## config.mk

```make
export PLATFORM = sky130hd
export DESIGN_NAME = param_frame_aligner
export DESIGN_NICKNAME = d
export VERILOG_FILES = /design/src/rtl/param_frame_aligner.sv
export SDC_FILE = /design/constraint.sdc
export NUM_CORES = 1
export LEC_CHECK = 0
export ABC_AREA = 1
export BUFFER_PORTS_ARGS = -buffer_cell sky130_fd_sc_hd__buf_2
export CORE_ASPECT_RATIO = 0.7
export CORE_MARGIN = 2
export CORE_UTILIZATION = 52
export DETAILED_ROUTE_END_ITERATION = 12
export PLACE_DENSITY = 0.79
export SYNTH_ARGS = -nofsm -noshare
export SYNTH_HDL_FRONTEND = slang
export SYNTH_SLANG_ARGS = --single-unit
```

## constraint.sdc

```tcl
create_clock -name clk -period 2.34 [get_ports clk]
set_clock_uncertainty 0.2 [all_clocks]
set_input_delay 0 -clock clk [delete_from_list [all_inputs] [get_ports clk]]
set_output_delay 0 -clock clk [all_outputs]
set_load 0.01 [all_outputs]
```

## src/rtl/param_frame_aligner.sv

```systemverilog
// param_frame_aligner: word-serial frame aligner for a receive stream.
// It hunts for a multi-word header and needs SYNC_FRAMES consecutive good
// headers to declare sync. In sync it reports each word's position in the
// frame, and it drops sync after LOSS_FRAMES consecutive bad headers.
// Optional build macro FA_HDR_ERR_CNT_EN adds a saturating counter of bad
// headers seen in sync. Without the macro, hdr_err_cnt is tied to zero.
`timescale 1ns/1ps
module param_frame_aligner #(
  parameter int                          DATA_W      = 8,
  parameter int                          HDR_LEN     = 2,
  parameter logic [HDR_LEN*DATA_W-1:0]   HDR_PATTERN = 16'hAFAA,
  parameter int                          FRAME_LEN   = 12,
  parameter int                          SYNC_FRAMES = 3,
  parameter int                          LOSS_FRAMES = 4,
  parameter int                          ERR_CNT_W   = 16
) (
  input  logic                         clk,
  input  logic                         reset,
  input  logic [DATA_W-1:0]            rx_data,
  input  logic                         rx_valid,
  output logic                         frame_detect,
  output logic [$clog2(FRAME_LEN)-1:0] fr_byte_position,
  output logic [1:0]                   sync_state,
  output logic                         sync_lost,
  output logic [ERR_CNT_W-1:0]         hdr_err_cnt
);

  localparam int POS_W  = $clog2(FRAME_LEN);
  localparam int GOOD_W = $clog2(SYNC_FRAMES + 1);
  localparam int MISS_W = $clog2(LOSS_FRAMES + 1);

  localparam logic [POS_W-1:0]  CHECK_POS   = POS_W'(HDR_LEN - 1);
  localparam logic [POS_W-1:0]  LAST_POS    = POS_W'(FRAME_LEN - 1);
  localparam logic [GOOD_W-1:0] GOOD_TARGET = GOOD_W'(SYNC_FRAMES);
  localparam logic [MISS_W-1:0] MISS_LIMIT  = MISS_W'(LOSS_FRAMES);

  typedef enum logic [1:0] {
    HUNT   = 2'b00,
    VERIFY = 2'b01,
    SYNC   = 2'b10
  } state_t;

  state_t             state, state_nxt;
  logic [POS_W-1:0]   pos, pos_nxt, pos_inc;
  logic [GOOD_W-1:0]  good_cnt, good_nxt;
  logic [MISS_W-1:0]  miss_cnt, miss_nxt;
  logic               lost_nxt;
  logic               hdr_match;
  logic               at_check;

  // The header window is the current word plus the previous HDR_LEN-1
  // accepted words, with the oldest word in the least-significant slice.
  // The word that drops out of the window never takes part in a comparison,
  // so only HDR_LEN-1 words of history are stored.
  if (HDR_LEN == 1) begin : g_no_hist
    assign hdr_match = (rx_data == HDR_PATTERN);
  end else begin : g_hist
    localparam int HIST_W = (HDR_LEN - 1) * DATA_W;
    logic [HIST_W-1:0]         hist;
    logic [HDR_LEN*DATA_W-1:0] window;

    assign window    = {rx_data, hist};
    assign hdr_match = (window == HDR_PATTERN);

    // Shift each accepted word into the history, discarding the oldest.
    // NOTE: sequential state uses non-blocking assignments so every flop samples pre-edge values.
    always_ff @(posedge clk or posedge reset) begin
      if (reset)         hist <= '0;
      else if (rx_valid) hist <= window[HDR_LEN*DATA_W-1 -: HIST_W];
    end
  end

  // Position of the incoming word, and whether it lands on the header check point.
  assign pos_inc  = (pos == LAST_POS) ? '0 : pos + POS_W'(1);
  assign at_check = (pos_inc == CHECK_POS);

  // State, position and counter registers. They only move on accepted words.
  always_ff @(posedge clk or posedge reset) begin
    if (reset) begin
      state     <= HUNT;
      pos       <= '0;
      good_cnt  <= '0;
      miss_cnt  <= '0;
      sync_lost <= 1'b0;
    end else begin
      state     <= state_nxt;
      pos       <= pos_nxt;
      good_cnt  <= good_nxt;
      miss_cnt  <= miss_nxt;
      sync_lost <= lost_nxt;
    end
  end

  // Next-state logic: hunt on every word, then verify and track only at the check point.
  always_comb begin
    // NOTE: every signal gets a default first, so no path leaves one unassigned (no latch).
    state_nxt = state;
    pos_nxt   = pos;
    good_nxt  = good_cnt;
    miss_nxt  = miss_cnt;
    lost_nxt  = 1'b0;
    if (rx_valid) begin
      unique case (state)
        HUNT: begin
          pos_nxt = '0;
          if (hdr_match) begin
            pos_nxt   = CHECK_POS;
            good_nxt  = GOOD_W'(1);
            miss_nxt  = '0;
            state_nxt = (SYNC_FRAMES == 1) ? SYNC : VERIFY;
          end
        end
        VERIFY: begin
          pos_nxt = pos_inc;
          if (at_check) begin
            if (hdr_match) begin
              good_nxt = good_cnt + GOOD_W'(1);
              if (good_cnt + GOOD_W'(1) == GOOD_TARGET) begin
                state_nxt = SYNC;
                good_nxt  = '0;
                miss_nxt  = '0;
              end
            end else begin
              state_nxt = HUNT;
              good_nxt  = '0;
              pos_nxt   = '0;
            end
          end
        end
        SYNC: begin
          pos_nxt = pos_inc;
          if (at_check) begin
            if (hdr_match) begin
              miss_nxt = '0;
            end else if (miss_cnt + MISS_W'(1) == MISS_LIMIT) begin
              // Last allowed miss: give up the phase and resume hunting.
              state_nxt = HUNT;
              pos_nxt   = '0;
              miss_nxt  = '0;
              lost_nxt  = 1'b1;
            end else begin
              miss_nxt = miss_cnt + MISS_W'(1);
            end
          end
        end
        default: begin
          state_nxt = HUNT;
          pos_nxt   = '0;
        end
      endcase
    end
  end

  assign frame_detect     = (state == SYNC);
  assign fr_byte_position = pos;
  assign sync_state       = state;

`ifdef FA_HDR_ERR_CNT_EN
  logic sync_miss;
  assign sync_miss = rx_valid && (state == SYNC) && at_check && !hdr_match;

  // Saturating count of bad headers seen in sync. Only reset clears it.
  always_ff @(posedge clk or posedge reset) begin
    if (reset)                             hdr_err_cnt <= '0;
    else if (sync_miss && !(&hdr_err_cnt)) hdr_err_cnt <= hdr_err_cnt + ERR_CNT_W'(1);
  end
`else
  assign hdr_err_cnt = '0;
`endif

endmodule

```

==> summary.md, run 1 <==
| Metric | Value |
|---|---|
| Setup violations, final | `0` |
| Die Y | `46.6 um` |
| First-pass GRT wire length | `5.49 mm` |
| Placer congestion estimate | `0.908` |
| Clock Pin Slew Worst Setup and Hold Paths | `70 ps` |
| Mapped Area | `1350 um^2` |
| R2r worst-path depth | `12` |
| Filler cells | `189` |
| Met2 Use GR | `41.6%` |
| Peak Freq | `471 MHz` |
| Startpoint class of the critical path | `input pin` |
| Initial Util | `54.7%` |
| Largest net degree at the start of global routing | `21` |
| # rows | `15` |
| GRT overflow | `0` |
| Inserted Clock Buffers | `3` |
| Initial antenna violation count | `0` |
| Placed cell area | `1400 um^2` |
| CP required | `2340 ps` |
| Lkg Pwr | `0.837 nW` |
| Synth cell types | `29` |
| Final Max Slew Viols | `0` |
| CP Max Fanout | `18` |
| Vias in the first global route | `1231` |
| Total Neg Setup Slack | `0 ps` |
| Avg Inst Size Synth | `7.51 um^2` |
| Die width | `64.8 um` |
| Multi-input gate area | `696 um^2` |
| CTS tree | `yes` |
| ANT cells | `0` |
| Postcts setup bufs | `0` |
| Rel. slew slack | `48.9%` |
| Post-layout power | `0.990 mW` |
| Initial DRC count | `65` |
| Actual slew at the worst max-slew pin | `765 ps` |
| Grt peak-use layer | `met2` |
| Tmin final | `2120 ps` |
| Worst Path Arrival | `2130 ps` |
| Pwr/cell area | `590 nW/um^2` |
| Die ar. | `3020 um^2` |
| Layout cells sized above 1 | `19.1%` |
| Residual DRC count | `0` |
| Post-detail-place hpwl | `2.03 mm` |
| Routing usage on met1 | `31.1%` |
| Final wirelength | `3.16 mm` |
| Commonest non-fill, non-tap cells in the layout | `nand2_1, dlygate4sd3_1, dfrtp_1` |
| Clock Latency Late Sink | `260 ps` |
| Crit end category | `flop` |
| Crit path kind | `input pin to flop` |
| Final net count | `236` |
| Wire per inst | `12.4 um` |
| I/O Buffers | `18` |
| Max cap viols | `0` |
| Design area | `1680 um^2` |
| Grt met3 use | `6.60%` |
| Hold WC Path Type | `input pin to asynchronous set/reset pin` |
| Max VDD drop | `0.000521 V` |
| Cells after synthesis | `179` |
| Commonest non-fill, non-tap cell in the layout | `nand2_1` |
| Ys Warns | `0` |
| Max Root-Sink Buffers | `2` |
| TritonRoute pass-1 iters | `4` |
| Flops & latches, synth | `20` |
| Final period util | `90.7%` |
| Root Buffer | `clkbuf_8` |
| RSZ-0062 raised after global routing | `no` |
| Antenna Nets Post-Route | `0` |
| Post-DR vias/cell | `5.10` |
| IO Count | `35` |
| Core area | `2460 um^2` |
| Seq/Total Area, Yosys | `37.2%` |
| Final hold viol count | `0` |
| Total GRT Usage | `25.2%` |
| Status | `complete, no violations` |
| Vias post-DR | `1295` |
| Area growth, synth to finish | `24.8%` |
| Sink Count | `20` |
| H-tree Lvls | `1` |
| FF+latch area | `500 um^2` |
## cell type report
type                    instances  share of cell area [%]
inverters                      20                    4.47
repair buffers                 40                    18.5
clock buffers                   4                    3.28
flip-flops and latches         20                    29.8
well taps                      34                    2.53
multi-input cells             136                    41.4
## logic make-up (layout without fill, tap and decap cells)
family          after synthesis  count (layout)  synth area share, %
simple gates                 88              88                 30.2
buf+inv                      38              64                 15.3
compound gates               27              27                 12.7
flops                        20              20                 37.2
fa+ha+maj                     4               4                 3.72
other cells                   1              16                0.279
xor+xnor                      1               1                0.651
## critical path: stages
cell and delay [ps]:
dlygate4sd3_1 520, buf_2 290, nand2_1 80, dlygate4sd3_1 580
o21ai_0 90, dlygate4sd3_1 570
## worst paths after layout
kind,from,endpoint,slack (ps)
setup / recovery,rx_valid,g_hist.hist[4],220
hold / removal,reset,g_hist.hist[4],210
setup reg to reg,fr_byte_position[0],fr_byte_position[0],410
hold reg to reg,good_cnt[0],good_cnt[0],310
max in group asynchronous,reset,sync_lost,1250
min in group clk,good_cnt[0],good_cnt[0],310
## where the power goes
part	internal [mW]	total, mW	switching (mW)	leakage [nW]
sequential	0.384	0.429	0.0450	0.259
combinational	0.115	0.299	0.184	0.549
clock	0.150	0.262	0.112	0.0288
## cells in the mapped netlist (all sizes together)
library cell / number / area share, %
a21boi: 1 / 0.84
a21oi: 6 / 3.6
a31oi: 1 / 0.47
buf: 18 / 9.7
conb: 1 / 0.28
dfrtp: 20 / 37
ha: 4 / 3.7
inv: 20 / 5.6
nand2: 58 / 18
nand3: 8 / 3.7
nand4: 7 / 3.3
nor2: 13 / 4.6
nor3: 1 / 0.37
nor4: 1 / 0.47
o21a: 1 / 0.56
o21ai: 16 / 6.2
o22ai: 2 / 0.93
xor2: 1 / 0.65
## layer usage
metal  wire, um  share of wire [%]
met5          0                  0
met4        117                3.7
met3        238                7.5
met2       1420                 45
met1       1380                 44
## repair_timing
action,CTS,global route
hold buffers,22,0
endpoints found under the hold margin,32,0
resized for setup,0,0
## flip-flops by register name (all words and copies together) (netlist names)
name,cells
g_hist.hist,8
miss_cnt,3
fr_byte_position,4
good_cnt,2
sync_state,2
sync_lost,1
## stage by stage
step                utilization, %  hold WS [ps]  worst slack, ps  std cells
floorplan                        -          -236              608        194
global placement              57.1         -27.3              533        228
detailed placement            57.1         -29.9              443        228
CTS                           68.3           235              261        254
global route                  68.3           296              120        254
finish                        68.3           212              218        254
No activity file was read; power rests on OpenSTA's default activity.
==> run 2, diff against run 1 <==
Settings changed: CORE_ASPECT_RATIO 0.7 to 0.9.
==> run 2 against run 1 <==
  * Largest power group unchanged
  * Clock-buffer cell count is 1 lower
  * First-iteration DRC count fell by 11%
  * Routed wire length decreased by 0.38%
  * Register-to-register slack better by 30 ps
  * Design area fell by 2.4%
  * Critical endpoint unchanged
  * Die area down 0.19%
  * Flip-flop and latch count did not move
  * Critical path type unchanged
==> summary.md, run 2 (synthesized netlist as in run 1, its figures left out) <==
| Metric | Value |
|---|---|
| Status | `complete, no violations` |
| I/O Buffers | `18 (unchanged)` |
| H-tree Lvls | `1 (unchanged)` |
| Final net count | `236 (unchanged)` |
| Max Root-Sink Buffers | `2 (unchanged)` |
| Final wirelength | `3.14 mm (-0.38%)` |
| Multi-input gate area | `696 um^2 (unchanged)` |
| Max VDD drop | `0.000457 V (-12%)` |
| Initial Util | `55.0% (+0.28 points)` |
| Worst setup path startpoint | `rx_valid` |
| Initial DRC count | `58 (-11%)` |
| Residual DRC count | `0 (unchanged)` |
| Root Buffer | `clkbuf_4` |
| IO Count | `35 (unchanged)` |
| Placed cell area | `1400 um^2 (-0.53%)` |
| Initial antenna violation count | `0 (unchanged)` |
| Clock Latency Late Sink | `310 ps (+50 ps)` |
| Vias post-DR | `1310 (+1.2%)` |
| Bufs and invs on worst path | `4 (unchanged)` |
| Final hold viol count | `0 (unchanged)` |
| Antenna Nets Post-Route | `0 (unchanged)` |
| FF+latch area | `500 um^2 (unchanged)` |
| Psw | `0.334 mW (-2.1%)` |
| Slowest stage delay, CP | `600 ps (+20 ps)` |
| Peak Freq | `467 MHz (-0.80%)` |
| Commonest non-fill, non-tap cell in the layout | `nand2_1` |
| Vias in the first global route | `1270 (+3.2%)` |
| Pwr/cell area | `545 nW/um^2 (-7.6%)` |
| Tmin final | `2140 ps (+17.1 ps)` |
| Largest net degree at the start of global routing | `21 (unchanged)` |
| First-pass GRT wire length | `5.43 mm (-1.1%)` |
| ANT cells | `0 (unchanged)` |
| CTS tree | `yes` |
| CP delay by family, top | `buffers and inverters` |
| Max reg flops | `8 (unchanged)` |
| Placer congestion estimate | `0.866 (-4.6%)` |
| Total GRT Usage | `24.0% (-1.2 points)` |
| Post-detail-place hpwl | `2.03 mm (about the same)` |
| Sink Count | `20 (unchanged)` |
| Max cap viols | `0 (unchanged)` |
| Fin util | `67.0% (-1.3 points)` |
| Power share of the sequential group | `47.7% (+4.4 points)` |
| Reg with most FFs | `g_hist.hist` |
| Area growth, synth to finish | `21.9%` |
| Worst Path Arrival | `2190 ps (+60 ps)` |
| Rel. slew slack | `49.5% (+0.62 points)` |
| Logic pwr share | `33.8% (+3.6 points)` |
| Setup violations, final | `0 (unchanged)` |
| Sw Share | `37.4% (+2.9 points)` |
| Slowest CP cell | `dlygate4sd3_1` |
| Clock Pin Slew Worst Setup and Hold Paths | `110 ps (+40 ps)` |
| R2r worst-path depth | `14 (+2)` |
| Wire per inst | `12.7 um (+2.4%)` |
| Reg2reg start | `fr_byte_position[0]` |
| Lkg Pwr | `0.822 nW (-1.8%)` |
| Die ar. | `3010 um^2 (-0.19%)` |
| Post-DR vias/cell | `5.30 (+4.0%)` |
| Critical path depth | `6 (unchanged)` |
| Die width | `57.6 um (-11%)` |
| GRT overflow | `0 (unchanged)` |
| Total Neg Setup Slack | `0 ps (unchanged)` |
| Final period util | `91.4% (+0.73 points)` |
| Inserted Clock Buffers | `3 (unchanged)` |
| Crit end category | `flop` |
| Internal power | `0.559 mW (-14%)` |
| TritonRoute pass-1 iters | `5 (+1)` |
| Die Y | `52.3 um (+12%)` |
| CP required | `2390 ps (+50 ps)` |
| Reg-to-reg setup timing slack | `440 ps (+30 ps)` |
| Hold WC Path Type | `input pin to asynchronous set/reset pin` |
| CP dominant cell by count | `dlygate4sd3_1` |
| Worst r2r dst | `fr_byte_position[0]` |
| Crit path kind | `input pin to flop` |
| Critical Path End | `g_hist.hist[4]` |
| Design area | `1640 um^2 (-2.4%)` |
| CP Max Fanout | `18 (unchanged)` |
| Worst hold slack | `152 ps (-60.1 ps)` |
| Clock power share | `18.5% (-8.0 points)` |
| RSZ-0062 raised after global routing | `no` |
| Core area | `2450 um^2 (-0.51%)` |
| Final Max Slew Viols | `0 (unchanged)` |
| Commonest non-fill, non-tap cells in the layout | `nand2_1, dlygate4sd3_1, dfrtp_1` |
| Postcts setup bufs | `0 (unchanged)` |
| Startpoint class of the critical path | `input pin` |
| Filler cells | `202 (+6.9%)` |
| Actual slew at the worst max-slew pin | `756 ps (-9.23 ps)` |
| CP Cell Sequence | `dlygate4sd3_1 -> buf_2 -> nand2_1 -> dlygate4sd3_1 -> o21ai_0 -> dlygate4sd3_1` |
| Layout cells sized above 1 | `18.7% (-0.37 points)` |
| # rows | `17 (+2)` |
run 2: cell count changes in the layout (fill, tap and decap cells not counted), sizes merged:
| cell | previous run | this run |
|---|---|---|
| clkbuf | 4 | 3 |
run 2: per-layer routing:
layer	track usage, %	routed length, um	vias to the layer above
met5	0	0	-
met4	17.8	156	0
met3	7.41	202	19
met2	41.3	1560	55
met1	24.6	1220	613
li1	-	-	623
run 2: power by group through the flow:
| stage | registers [mW] | logic [mW] | clock network, mW |
|---|---|---|---|
| 6_report | 0.426 | 0.302 | 0.165 |
| 5_1_grt | 0.432 | 0.343 | 0.183 |
| 4_1_cts | 0.425 | 0.295 | 0.174 |
| 3_5_place_dp | 0.432 | 0.262 | 0 |
| 3_3_place_gp | 0.430 | 0.254 | 0 |
| 2_1_floorplan | 0.430 | 0.222 | 0 |
run 2: how the worst min path moves through the flow:
stage / start / endpoint / slack [ps] / cells past startpoint
6_report: reset / g_hist.hist[2] / 150 / 3
5_1_grt: reset / g_hist.hist[5] / 250 / 3
4_1_cts: reset / g_hist.hist[4] / 180 / 3
3_3_place_gp: reset / g_hist.hist[4] / -30 / 2
3_5_place_dp: reset / g_hist.hist[4] / -20 / 2
2_1_floorplan: reset / fr_byte_position[0] / -240 / 1
run 2: worst reg2reg max path: cells and delay by family, from the launching register on:
family,cells,cell delay [ps]
fa+ha+maj,1,270
buf+inv,1,60
flops,1,490
simple gates,12,770
run 2: what timing repair did:
item,CTS,global route
resized for setup,0,0
hold endpoints to repair,32,0
hold buffers,22,0
run 2: through the flow:
step / std cells / worst slack, ps / power (mW)
6_report: 247 / 201 / 0.893
5_1_grt: 247 / 134 / 0.959
4_1_cts: 247 / 337 / 0.893
3_5_place_dp: 222 / 481 / 0.694
3_3_place_gp: 222 / 570 / 0.684
2_1_floorplan: 194 / 608 / 0.652
run 2: layout make-up:
| class | count | area share [%] |
|---|---|---|
| inverters | 20 | 4.58 |
| well taps | 28 | 2.14 |
| multi-input cells | 136 | 42.4 |
| flip-flops and latches | 20 | 30.5 |
| clock buffers | 3 | 1.37 |
| repair buffers | 40 | 18.9 |
==> run 3, diff against run 2 <==
Settings changed: REMOVE_ABC_BUFFERS from default to 1.
==> run 3 against run 2 <==
  * Core utilization is 1.2 points higher
  * Design area is 1.8% higher
  * Critical path depth stayed put
  * Die area unchanged
  * Global-route usage fell by 0.30 points
  * Highest routed layer unchanged
==> summary.md, run 3 (synthesized netlist as in run 1, its figures left out) <==
| Metric | Value |
|---|---|
| Post-detail-place hpwl | `1.98 mm (-2.2%)` |
| Commonest non-fill, non-tap cells in the layout | `nand2_1, dlygate4sd3_1, dfrtp_1` |
| Pwr/cell area | `607 nW/um^2 (+11%)` |
| Tmin final | `2050 ps (-85.2 ps)` |
| Filler cells | `192 (-5.0%)` |
| CP Cell Sequence | `dlygate4sd3_1 -> buf_2 -> nand2_1 -> dlygate4sd3_1 -> o21ai_0 -> dlygate4sd3_1` |
| Post-CTS resize count | `0 (unchanged)` |
| Wire per inst | `12.9 um (+1.4%)` |
| R2r worst-path depth | `12 (-2)` |
| Placer congestion estimate | `0.874 (+0.91%)` |
| CP required | `2390 ps (about the same)` |
| Vias in the first global route | `1223 (-3.7%)` |
| CP Max Fanout | `18 (unchanged)` |
| Layout cells sized above 1 | `19.1% (+0.37 points)` |
| Final net count | `236 (unchanged)` |
| IO Count | `35 (unchanged)` |
| Inserted Clock Buffers | `3 (unchanged)` |
| I/O Buffers | `18 (unchanged)` |
| TritonRoute pass-1 iters | `4 (-1)` |
| Setup violations, final | `0 (unchanged)` |
| Hold WC Path Type | `input pin to asynchronous set/reset pin` |
| CP dominant cell by count | `dlygate4sd3_1` |
| Startpoint class of the critical path | `input pin` |
| Peak Freq | `487 MHz (+4.1%)` |
| Root Buffer | `clkbuf_4` |
| Crit end category | `flop` |
| Actual slew at the worst max-slew pin | `763 ps (+6.45 ps)` |
| Final wirelength | `3.20 mm (+1.8%)` |
| Post-DR vias/cell | `5.19 (-2.2%)` |
| Initial Util | `55.0% (unchanged)` |
| Final Max Slew Viols | `0 (unchanged)` |
| Max VDD drop | `0.000498 V (+8.9%)` |
| RSZ-0062 raised after global routing | `no` |
| Initial DRC count | `76 (+31%)` |
| Final hold viol count | `0 (unchanged)` |
| CTS tree | `yes` |
| Die ar. | `3010 um^2 (unchanged)` |
| Initial antenna violation count | `0 (unchanged)` |
| Vias post-DR | `1286 (-1.8%)` |
| FF+latch area | `500 um^2 (unchanged)` |
| GRT overflow | `0 (unchanged)` |
| Multi-input gate area | `696 um^2 (unchanged)` |
| Max Root-Sink Buffers | `2 (unchanged)` |
| Lkg Pwr | `0.837 nW (+1.7%)` |
| Worst Path Arrival | `2110 ps (-80 ps)` |
| Commonest non-fill, non-tap cell in the layout | `nand2_1` |
| Die Y | `52.3 um (unchanged)` |
| Slowest CP cell | `dlygate4sd3_1` |
| Post-layout power | `1.01 mW (+13%)` |
| Reg with most FFs | `g_hist.hist` |
| Crit path kind | `input pin to flop` |
| Antenna Nets Post-Route | `0 (unchanged)` |
| Sink Count | `20 (unchanged)` |
| Residual DRC count | `0 (unchanged)` |
| Slowest stage delay, CP | `560 ps (-40 ps)` |
| First-pass GRT wire length | `5.40 mm (-0.64%)` |
| Status | `complete, no violations` |
| Final period util | `87.8% (-3.6 points)` |
| Largest net degree at the start of global routing | `21 (unchanged)` |
| # rows | `17 (unchanged)` |
| Core area | `2450 um^2 (unchanged)` |
| Rel. slew slack | `49.1% (-0.43 points)` |
| Total GRT Usage | `23.7% (-0.30 points)` |
| Clock Pin Slew Worst Setup and Hold Paths | `120 ps (about the same)` |
| Max reg flops | `8 (unchanged)` |
| ANT cells | `0 (unchanged)` |
| H-tree Lvls | `1 (unchanged)` |
| Clock Latency Late Sink | `310 ps (about the same)` |
| Max cap viols | `0 (unchanged)` |
| Total Neg Setup Slack | `0 ps (unchanged)` |
| Die width | `57.6 um (unchanged)` |
| Area growth, synth to finish | `24.1%` |
## run 3: cell count changes in the layout (fill, tap and decap cells not counted), sizes merged
cell	delta
bufinv	+1
## run 3: area by class of cell
type | count | area share, %
Inverter | 20 | 4.50
Clock inverter | 1 | 1.80
Clock buffer | 3 | 1.35
Sequential cell | 20 | 30.0
Multi-Input combinational cell | 136 | 41.7
Timing Repair Buffer | 40 | 18.6
Tap cell | 28 | 2.10
## run 3: per-stage QoR
step / utilization, % / std cells / cell area [um^2] / hold slack, ps / setup WS [ps]
floorplan: - / 176 / 1270 / -236 / 609
global placement: 57.1 / 222 / 1400 / -15.4 / 571
detailed placement: 57.1 / 222 / 1400 / -12.8 / 472
CTS: 68.2 / 248 / 1670 / 185 / 344
global route: 68.2 / 248 / 1670 / 207 / 180
finish: 68.2 / 248 / 1670 / 155 / 286
## run 3: power by group
group          internal [mW]  switching (mW)  total (mW)
Combinational          0.115           0.186       0.301
Clock                  0.173           0.112       0.285
Sequential             0.384          0.0432       0.427
Total                  0.672           0.342        1.01
## run 3: critical path: cells and delay by family
kind	cells	cell delay, ps
simple gates	1	90
compound gates	1	70
buf+inv	4	1940
## run 3: worst paths after layout
path	from	endpoint	slack [ps]
min in group clk	g_hist.hist[7]	g_hist.hist[7]	330
worst min-delay path	reset	g_hist.hist[4]	160
worst max-delay path	rx_valid	g_hist.hist[0]	290
worst max register to register	fr_byte_position[1]	fr_byte_position[1]	390
worst min register to register	g_hist.hist[7]	g_hist.hist[7]	330
max in group asynchronous	reset	good_cnt[0]	1310
## run 3: metal layers
layer / share of wire [%] / routed length, um / global-route usage, %
met5: 0 / 0 / 0
met4: 2.9 / 93 / 10.9
met3: 6.3 / 203 / 4.20
met2: 50 / 1590 / 43.9
met1: 41 / 1320 / 26.4
## run 3: what timing repair did
action	4_1_cts	5_1_grt
hold endpoints to repair	32	0
hold buffers	22	0
setup buffers	0	0
